<file path="src/rtl/powlib_seqchk.sv">
// Arithmetic-sequence checker for a FIFO read port: accepts words, counts them, and records mismatches.
// Optional ready throttling via POWLIB_SEQCHK_THROTTLE_EN (16-bit LFSR gates rdrdy about 75% of cycles).
module powlib_seqchk #(
  parameter int W   = 32,
  parameter int INC = 1,
  parameter int CW  = 32,
  parameter int EW  = 16,
  parameter     ID  = "SEQCHK"
) (
  input  logic          clk,
  input  logic          rst,
  input  logic          en,
  input  logic          clr,
  input  logic [W-1:0]  rddata,
  input  logic          rdvld,
  output logic          rdrdy,
  output logic [CW-1:0] rxcnt,
  output logic [EW-1:0] errcnt,
  output logic          err,
  output logic [W-1:0]  errexp,
  output logic [W-1:0]  errgot,
  output logic          synced
);

  localparam logic [1:0]   ST_IDLE  = 2'd0;
  localparam logic [1:0]   ST_SYNC  = 2'd1;
  localparam logic [1:0]   ST_CHECK = 2'd2;
  localparam logic [W-1:0] INC_W    = W'(INC);

  logic [1:0]    state_q,  state_d;
  logic [W-1:0]  exp_q,    exp_d;
  logic          rdrdy_q,  rdrdy_d;
  logic [CW-1:0] rxcnt_q,  rxcnt_d;
  logic [EW-1:0] errcnt_q, errcnt_d;
  logic          err_q,    err_d;
  logic [W-1:0]  errexp_q, errexp_d;
  logic [W-1:0]  errgot_q, errgot_d;
  logic          synced_q, synced_d;
  logic          xfer_s;
  logic          rdrdy_st_s;
  logic          throttle_ok_s;

  assign xfer_s = rdvld & rdrdy_q;

`ifdef POWLIB_SEQCHK_THROTTLE_EN
  logic [15:0] lfsr_q, lfsr_d;

  // Fibonacci LFSR, taps 16,14,13,11
  always_comb begin
    lfsr_d = {lfsr_q[14:0], lfsr_q[15] ^ lfsr_q[13] ^ lfsr_q[12] ^ lfsr_q[10]};
  end

  // LFSR state register, free-running after reset
  always_ff @(posedge clk) begin
    if (rst) begin
      lfsr_q <= 16'hACE1;
    end else begin
      lfsr_q <= lfsr_d;
    end
  end

  assign throttle_ok_s = (lfsr_q[1:0] != 2'b00);
`else
  assign throttle_ok_s = 1'b1;
`endif

  // Next-state logic: sequencing, checking, counters; clr overrides any transfer
  always_comb begin
    state_d    = state_q;
    exp_d      = exp_q;
    rxcnt_d    = rxcnt_q;
    errcnt_d   = errcnt_q;
    err_d      = err_q;
    errexp_d   = errexp_q;
    errgot_d   = errgot_q;
    rdrdy_st_s = 1'b0;
    case (state_q)
      ST_IDLE:  rdrdy_st_s = 1'b0;
      ST_SYNC:  rdrdy_st_s = en;
      ST_CHECK: rdrdy_st_s = en;
      default:  rdrdy_st_s = 1'b0;
    endcase
    if (clr) begin
      rxcnt_d  = {CW{1'b0}};
      errcnt_d = {EW{1'b0}};
      err_d    = 1'b0;
      errexp_d = {W{1'b0}};
      errgot_d = {W{1'b0}};
      exp_d    = {W{1'b0}};
      if (en) begin
        state_d = ST_SYNC;
      end else begin
        state_d = ST_IDLE;
      end
    end else begin
      if (xfer_s && (rxcnt_q != {CW{1'b1}})) begin
        rxcnt_d = rxcnt_q + CW'(1);
      end else begin
        rxcnt_d = rxcnt_q;
      end
      case (state_q)
        ST_IDLE: begin
          if (en) begin
            state_d = ST_SYNC;
          end else begin
            state_d = ST_IDLE;
          end
        end
        ST_SYNC: begin
          if (xfer_s) begin
            exp_d   = rddata + INC_W;
            state_d = ST_CHECK;
          end else if (!en) begin
            state_d = ST_IDLE;
          end else begin
            state_d = ST_SYNC;
          end
        end
        // CHECK holds exp across an en pause so resuming causes no false error
        ST_CHECK: begin
          state_d = ST_CHECK;
          if (xfer_s) begin
            if (rddata == exp_q) begin
              exp_d = exp_q + INC_W;
            end else begin
              exp_d    = rddata + INC_W;
              err_d    = 1'b1;
              errexp_d = exp_q;
              errgot_d = rddata;
              if (errcnt_q != {EW{1'b1}}) begin
                errcnt_d = errcnt_q + EW'(1);
              end else begin
                errcnt_d = errcnt_q;
              end
            end
          end else begin
            exp_d = exp_q;
          end
        end
        default: state_d = ST_IDLE;
      endcase
    end
    rdrdy_d  = rdrdy_st_s & throttle_ok_s;
    synced_d = (state_d == ST_CHECK);
  end

  // State and output registers
  always_ff @(posedge clk) begin
    if (rst) begin
      state_q  <= ST_IDLE;
      exp_q    <= {W{1'b0}};
      rdrdy_q  <= 1'b0;
      rxcnt_q  <= {CW{1'b0}};
      errcnt_q <= {EW{1'b0}};
      err_q    <= 1'b0;
      errexp_q <= {W{1'b0}};
      errgot_q <= {W{1'b0}};
      synced_q <= 1'b0;
    end else begin
      state_q  <= state_d;
      exp_q    <= exp_d;
      rdrdy_q  <= rdrdy_d;
      rxcnt_q  <= rxcnt_d;
      errcnt_q <= errcnt_d;
      err_q    <= err_d;
      errexp_q <= errexp_d;
      errgot_q <= errgot_d;
      synced_q <= synced_d;
    end
  end

  assign rdrdy  = rdrdy_q;
  assign rxcnt  = rxcnt_q;
  assign errcnt = errcnt_q;
  assign err    = err_q;
  assign errexp = errexp_q;
  assign errgot = errgot_q;
  assign synced = synced_q;

endmodule

</file>
<file path="config.mk">
export PLATFORM = sky130hd
export DESIGN_NAME = powlib_seqchk
export DESIGN_NICKNAME = d
export VERILOG_FILES = /design/src/rtl/powlib_seqchk.sv
export SDC_FILE = /design/constraint.sdc
export NUM_CORES = 1
export LEC_CHECK = 0
export ABC_AREA = 1
export BUFFER_PORTS_ARGS = -buffer_cell sky130_fd_sc_hd__buf_2
export CAP_MARGIN = 20
export CORE_UTILIZATION = 57
export CTS_CLUSTER_SIZE = 14
export DETAILED_ROUTE_END_ITERATION = 6
export PLACE_DENSITY = 0.81
export SETUP_SLACK_MARGIN = 0.05
export SLEW_MARGIN = 10
export SYNTH_ARGS = -nofsm -noshare
export SYNTH_HDL_FRONTEND = slang
export SYNTH_SLANG_ARGS = --single-unit
</file>
<file path="constraint.sdc">
create_clock -name clk -period 2.3 [get_ports clk]
set_clock_uncertainty 0.1 [all_clocks]
set_input_delay 0 -clock clk [delete_from_list [all_inputs] [get_ports clk]]
set_output_delay 0 -clock clk [all_outputs]
set_load 0.1 [all_outputs]
</file>
# Yosys cells after proc, flatten, opt, wreduce, memory -nomap -nowiden
# Index checks and enable logic that the tools add are counted.
[word_totals]
regBits = 149
latch_bits = 0
ramBits = 0
mem_bits_ro = 0
in_bits = 37
word_cells = 41
mem_count = 0
[op_classes]
n_addsub = 4
multipliers = 0
div_mod_pow = 0
order_cmp = 0
eq_ne = 8
n_shift = 0
n_mux = 8
bitwise = 3
n_reduce_logical = 9
[ops]
columns = ["operator", "n"]
rows = [
  ["$add 32x1->32 const B", 3],
  ["$mux 32", 3],
  ["$pmux 32 s2", 1],
  ["$eq 32x32->1", 1],
  ["$ne 32x32->1 const B", 1],
  ["$add 16x1->16 const B", 1],
  ["$ne 16x16->1 const B", 1],
  ["$pmux 2 s3", 1],
  ["$reduce_and 3->1", 2],
  ["$reduce_or 2->1", 3],
  ["$eq 2x2->1 const B", 2],
  ["$mux 2", 2],
  ["$ne 2x2->1 const B", 2],
  ["$reduce_and 4->1", 1],
  ["$eq 2x1->1 const B", 1],
  ["$logic_not 2->1", 1],
  ["$not 1->1", 2],
  ["$reduce_bool 2->1", 1],
  ["$and 1x1->1", 1],
  ["$logic_and 1x1->1", 1],
  ["$mux 1", 1],
]

# Longest topological paths before layout
[depth]
depth_word = 5
depth_mapped = 14
depth_no_buf = 14

# Least setup slack after synthesis
# OpenSTA, ideal clock, no wires.
[synth_path]
path_type = "register -> register"
startpoint = "register rxcnt_q[1], in the netlist rxcnt[1]"
endpoint = "register rxcnt_q[30], in the netlist rxcnt[30]"
setup_time_ns = 0.132
t_arrival_ns = 2.448
path_slack_ns = -0.381
stages_incl_launch_ff = 12
period_less_slack_ns = 2.681
path_cell_list = "dfxtp_1 > ha_1 > nand3_1 > inv_1 > nand2_1 > nor2_1 > nand4_1 > nand2_1 > clkinv_1 > buf_2 > nand2_1 > a21oi_1"
[synth_between]
elab_chain_len = 2
word_cells_on_any_way = 3
cone_classes = "add/sub: 1; eq/ne: 1; reduce/logical: 1"
[synth_rtl]
columns = ["element", "line_no", "rtl"]
rows = [
  ["start: declaration", "33", "logic [CW-1:0] rxcnt_q, rxcnt_d;"],
  ["start signal: assignment", "153", "rxcnt_q <= {CW{1'b0}};"],
  ["start signal: assignment", "163", "rxcnt_q <= rxcnt_d;"],
  ["parallel branches: the longest is 2 deep, another holds $add 32x1->32", "n/a", ""],
]
# Parallel ways; which one is timed is not known.
# A chain may end at the register's enable or synchronous reset.

# Worst setup path in the final report
[layout_path]
startpoint = "register state_q[0]"
endpoint = "register errexp_q[12], in the netlist errexp[12]"
[layout_between]
elab_chain_len = 2
[layout_rtl]
columns = ["element", "line_no", "rtl"]
rows = [
  ["start: declaration", "30", "logic [1:0] state_q, state_d;"],
  ["start signal: assignment", "160", "state_q <= state_d;"],
  ["$eq 2x2->1", "101", "case (state_q)"],
  ["$reduce_and 3->1 (no line)", "n/a", ""],
  ["end signal: assignment", "156", "errexp_q <= {W{1'b0}};"],
  ["end signal: assignment", "166", "errexp_q <= errexp_d;"],
  ["end: declaration", "36", "logic [W-1:0] errexp_q, errexp_d;"],
]
# No other way between the ends.

==> summary.txt <==
TNS Setup -> 0 ps
Clock Latency Late Sink -> 430 ps
DIE WIDTH -> 125 um
cell count after synthesis -> 1318
total die area -> 0.0156 sq mm
Initial DRC Count -> 871
DRC -> 60
CTS H-tree depth -> 4
Startpoint Class -> flop
first-pass GRT wire length -> 43300 um
IO Pins -> 152
Final min period -> 2100 ps
Layout Cells excl Fill -> 1731
fmax -> 477 MHz
synth warn -> 0
WP buf/inv -> 4
global placement routability congestion -> 1.00
DR pass1 iterations -> 7
most frequent cells in the layout -> nand2_1 (363), buf_2 (151), nor2_1 (140)
crit share post-route -> 91.1%
RSZ-0062 raised after global routing -> no
top cells by area, synth -> dfxtp_1 (35%), nand2_1 (16%), a21oi_1 (6.9%), xor2_1 (6.5%), nor2_1 (6.2%)
layout cells sized above 1 -> 20.1%
area of the mapped netlist -> 0.00861 sq mm
CP max stage delay -> 450 ps
Worst Setup End Kind -> flop
fin. max-slew vios -> 0
final WL -> 26700 um
violated checks -> DRC
initial antenna violation count -> 0
pwr/cell area -> 530 mW/mm^2
VDD IR max -> 0.000548 V
grt ovf -> 0
DP HPWL -> 18800 um
Tot Pwr -> 5740 uW
CTS tree -> built
total track usage -> 34.8%
commonest non-fill, non-tap cell in the layout -> nand2_1
Root Buffer -> clkbuf_16
Syn Area/Cell -> 6.53 sq um
post-route antenna net violation count -> 0
vias in the first global route -> 8737
CP Class -> reg2reg
most used cell along the critical path -> inv_1
CTS Buf Count -> 17
standard-cell rows -> 44
CP Cell Sequence -> inv_1, ha_1, inv_1, nor2_1, inv_1, nor2_2, buf_4, o21ai_1, a21oi_1
#FFs+latches synth -> 149
Routed wire per std cell -> 15.4 um
Setup Viol. Count Final -> 0
maximum number of pins on one net before global-route repair -> 58
leakage power total -> 0.00488 uW
CP max stage cell -> nor2_2
via count -> 9384
family with the most delay on the worst path -> buffers and inverters
fin nets -> 1579
Yosys top cell by area -> dfxtp_1
initial core utilization -> 58.8%
required time of the critical path -> 2560 ps
Inst Count DP -> 1658
Synth top area share -> 34.7%
Ant. Diodes -> 0
Rel. slew slack -> 45.9%
Post-Syn Nets -> 1363
CORE AREA -> 0.0146 sq mm
WP data arrival -> 2360 ps
status -> complete, but fails checks
final hold vios -> 0
clk buf depth -> 2
Cell variety after synth -> 35
Seq/Total Area, Yosys -> 34.7%
Via density -> 5.42
Sink Count -> 149
height of the die -> 125 um
max_cap viols -> 0
Worst Tran Pin Value -> 811 ps
PortBufs -> 151
CP max FO -> 10
clock slew at reported path FFs -> 60 ps
worst min path class -> in2reg
Syn-to-layout area delta -> 25.8%
[routing by layer]
layer | track usage [%] | vias up | routed length (um)
met5 | 0 | - | 0
met4 | 14.6 | 0 | 812
met3 | 5.97 | 69 | 2190
met2 | 57.4 | 439 | 12300
met1 | 44.9 | 4230 | 11300
li1 | - | 4646 | -
[area by class of cell]
class / count / area (sq um)
multi-input cells: 972 / 4770
fillers: 1243 / 3810
flip-flops and latches: 149 / 3040
repair buffers: 254 / 1680
inverters: 140 / 526
clock buffers: 22 / 507
well taps: 184 / 230
clock inverters: 10 / 85.1
[metrics by stage]
stage	instance area [sq um]	hold WS [ps]	utilization [%]	setup slack, ps
2_1_floorplan	8670	-23.9	-	51.4
3_3_place_gp	9820	128	67.1	53.4
3_5_place_dp	9820	137	67.1	28.8
4_1_cts	10800	230	73.7	134
5_1_grt	10800	296	74.0	57.8
6_report	10800	297	74.0	204
[repair_timing]
action                     in CTS  in global routing
pin swaps                       1                  2
setup endpoints to repair      46                 70
cloned                          1                  1
resized for setup               0                  6
hold buffers                   37                  0
hold endpoints to repair       59                  0
buffers inserted                0                  2
[logic make-up (layout without fill, tap and decap cells)]
| kind of cell | count (synthesis) | in the layout | synth area share [%] |
|---|---|---|---|
| simple gates | 666 | 668 | 32.6 |
| compound gates | 210 | 210 | 12.4 |
| buf+inv | 199 | 426 | 10.4 |
| flops | 149 | 149 | 34.7 |
| xor+xnor | 86 | 86 | 8.75 |
| fa+ha+maj | 8 | 8 | 1.16 |
[state kept, by name, indices dropped and copies added, names as in the netlist]
| name | cells |
|---|---|
| state_q | 2 |
| err | 1 |
| rdrdy | 1 |
| errcnt | 16 |
| errgot | 32 |
| rxcnt | 32 |
| errexp | 32 |
| exp_q | 32 |
| synced | 1 |
[synthesized netlist by cell type, drive strengths merged]
cell type,n
and3,4
nand2,364
o21ai,86
xor2,64
nand3b,2
clkinv,2
o21ba,1
nand4,26
a21oi,118
nor3b,1
o211ai,1
clkbuf,26
dfxtp,149
o21a,1
xnor2,22
inv,138
ha,8
o21bai,3
nand3,79
nor2,146
nor4,3
nor3,40
or2,1
buf,33
[worst min-delay path, cell delays in order]
cell,delay [ps]
dlygate4sd3_1,540
buf_2,160
nor3b_1,70
[power by group]
part,switching (uW),internal [uW],total [uW]
Sequential,3.01,2580,2580
Clock,1170,1590,2760
Combinational,241,155,396
Total,1420,4320,5740
[worst paths after layout]
check | from | end | slack (ps) | cells past startpoint
min | rst | rdrdy$_SDFF_PP0_ | 300 | 3
max reg2reg | state_q[0]$_SDFF_PP0_ | errexp[12]$_SDFFE_PP0P_ | 200 | 9
max | state_q[0]$_SDFF_PP0_ | errexp[12]$_SDFFE_PP0P_ | 200 | 9
min reg2reg | rxcnt[6]$_SDFFE_PP0P_ | rxcnt[6]$_SDFFE_PP0P_ | 370 | 2
No activity file was read; power rests on OpenSTA's default activity.
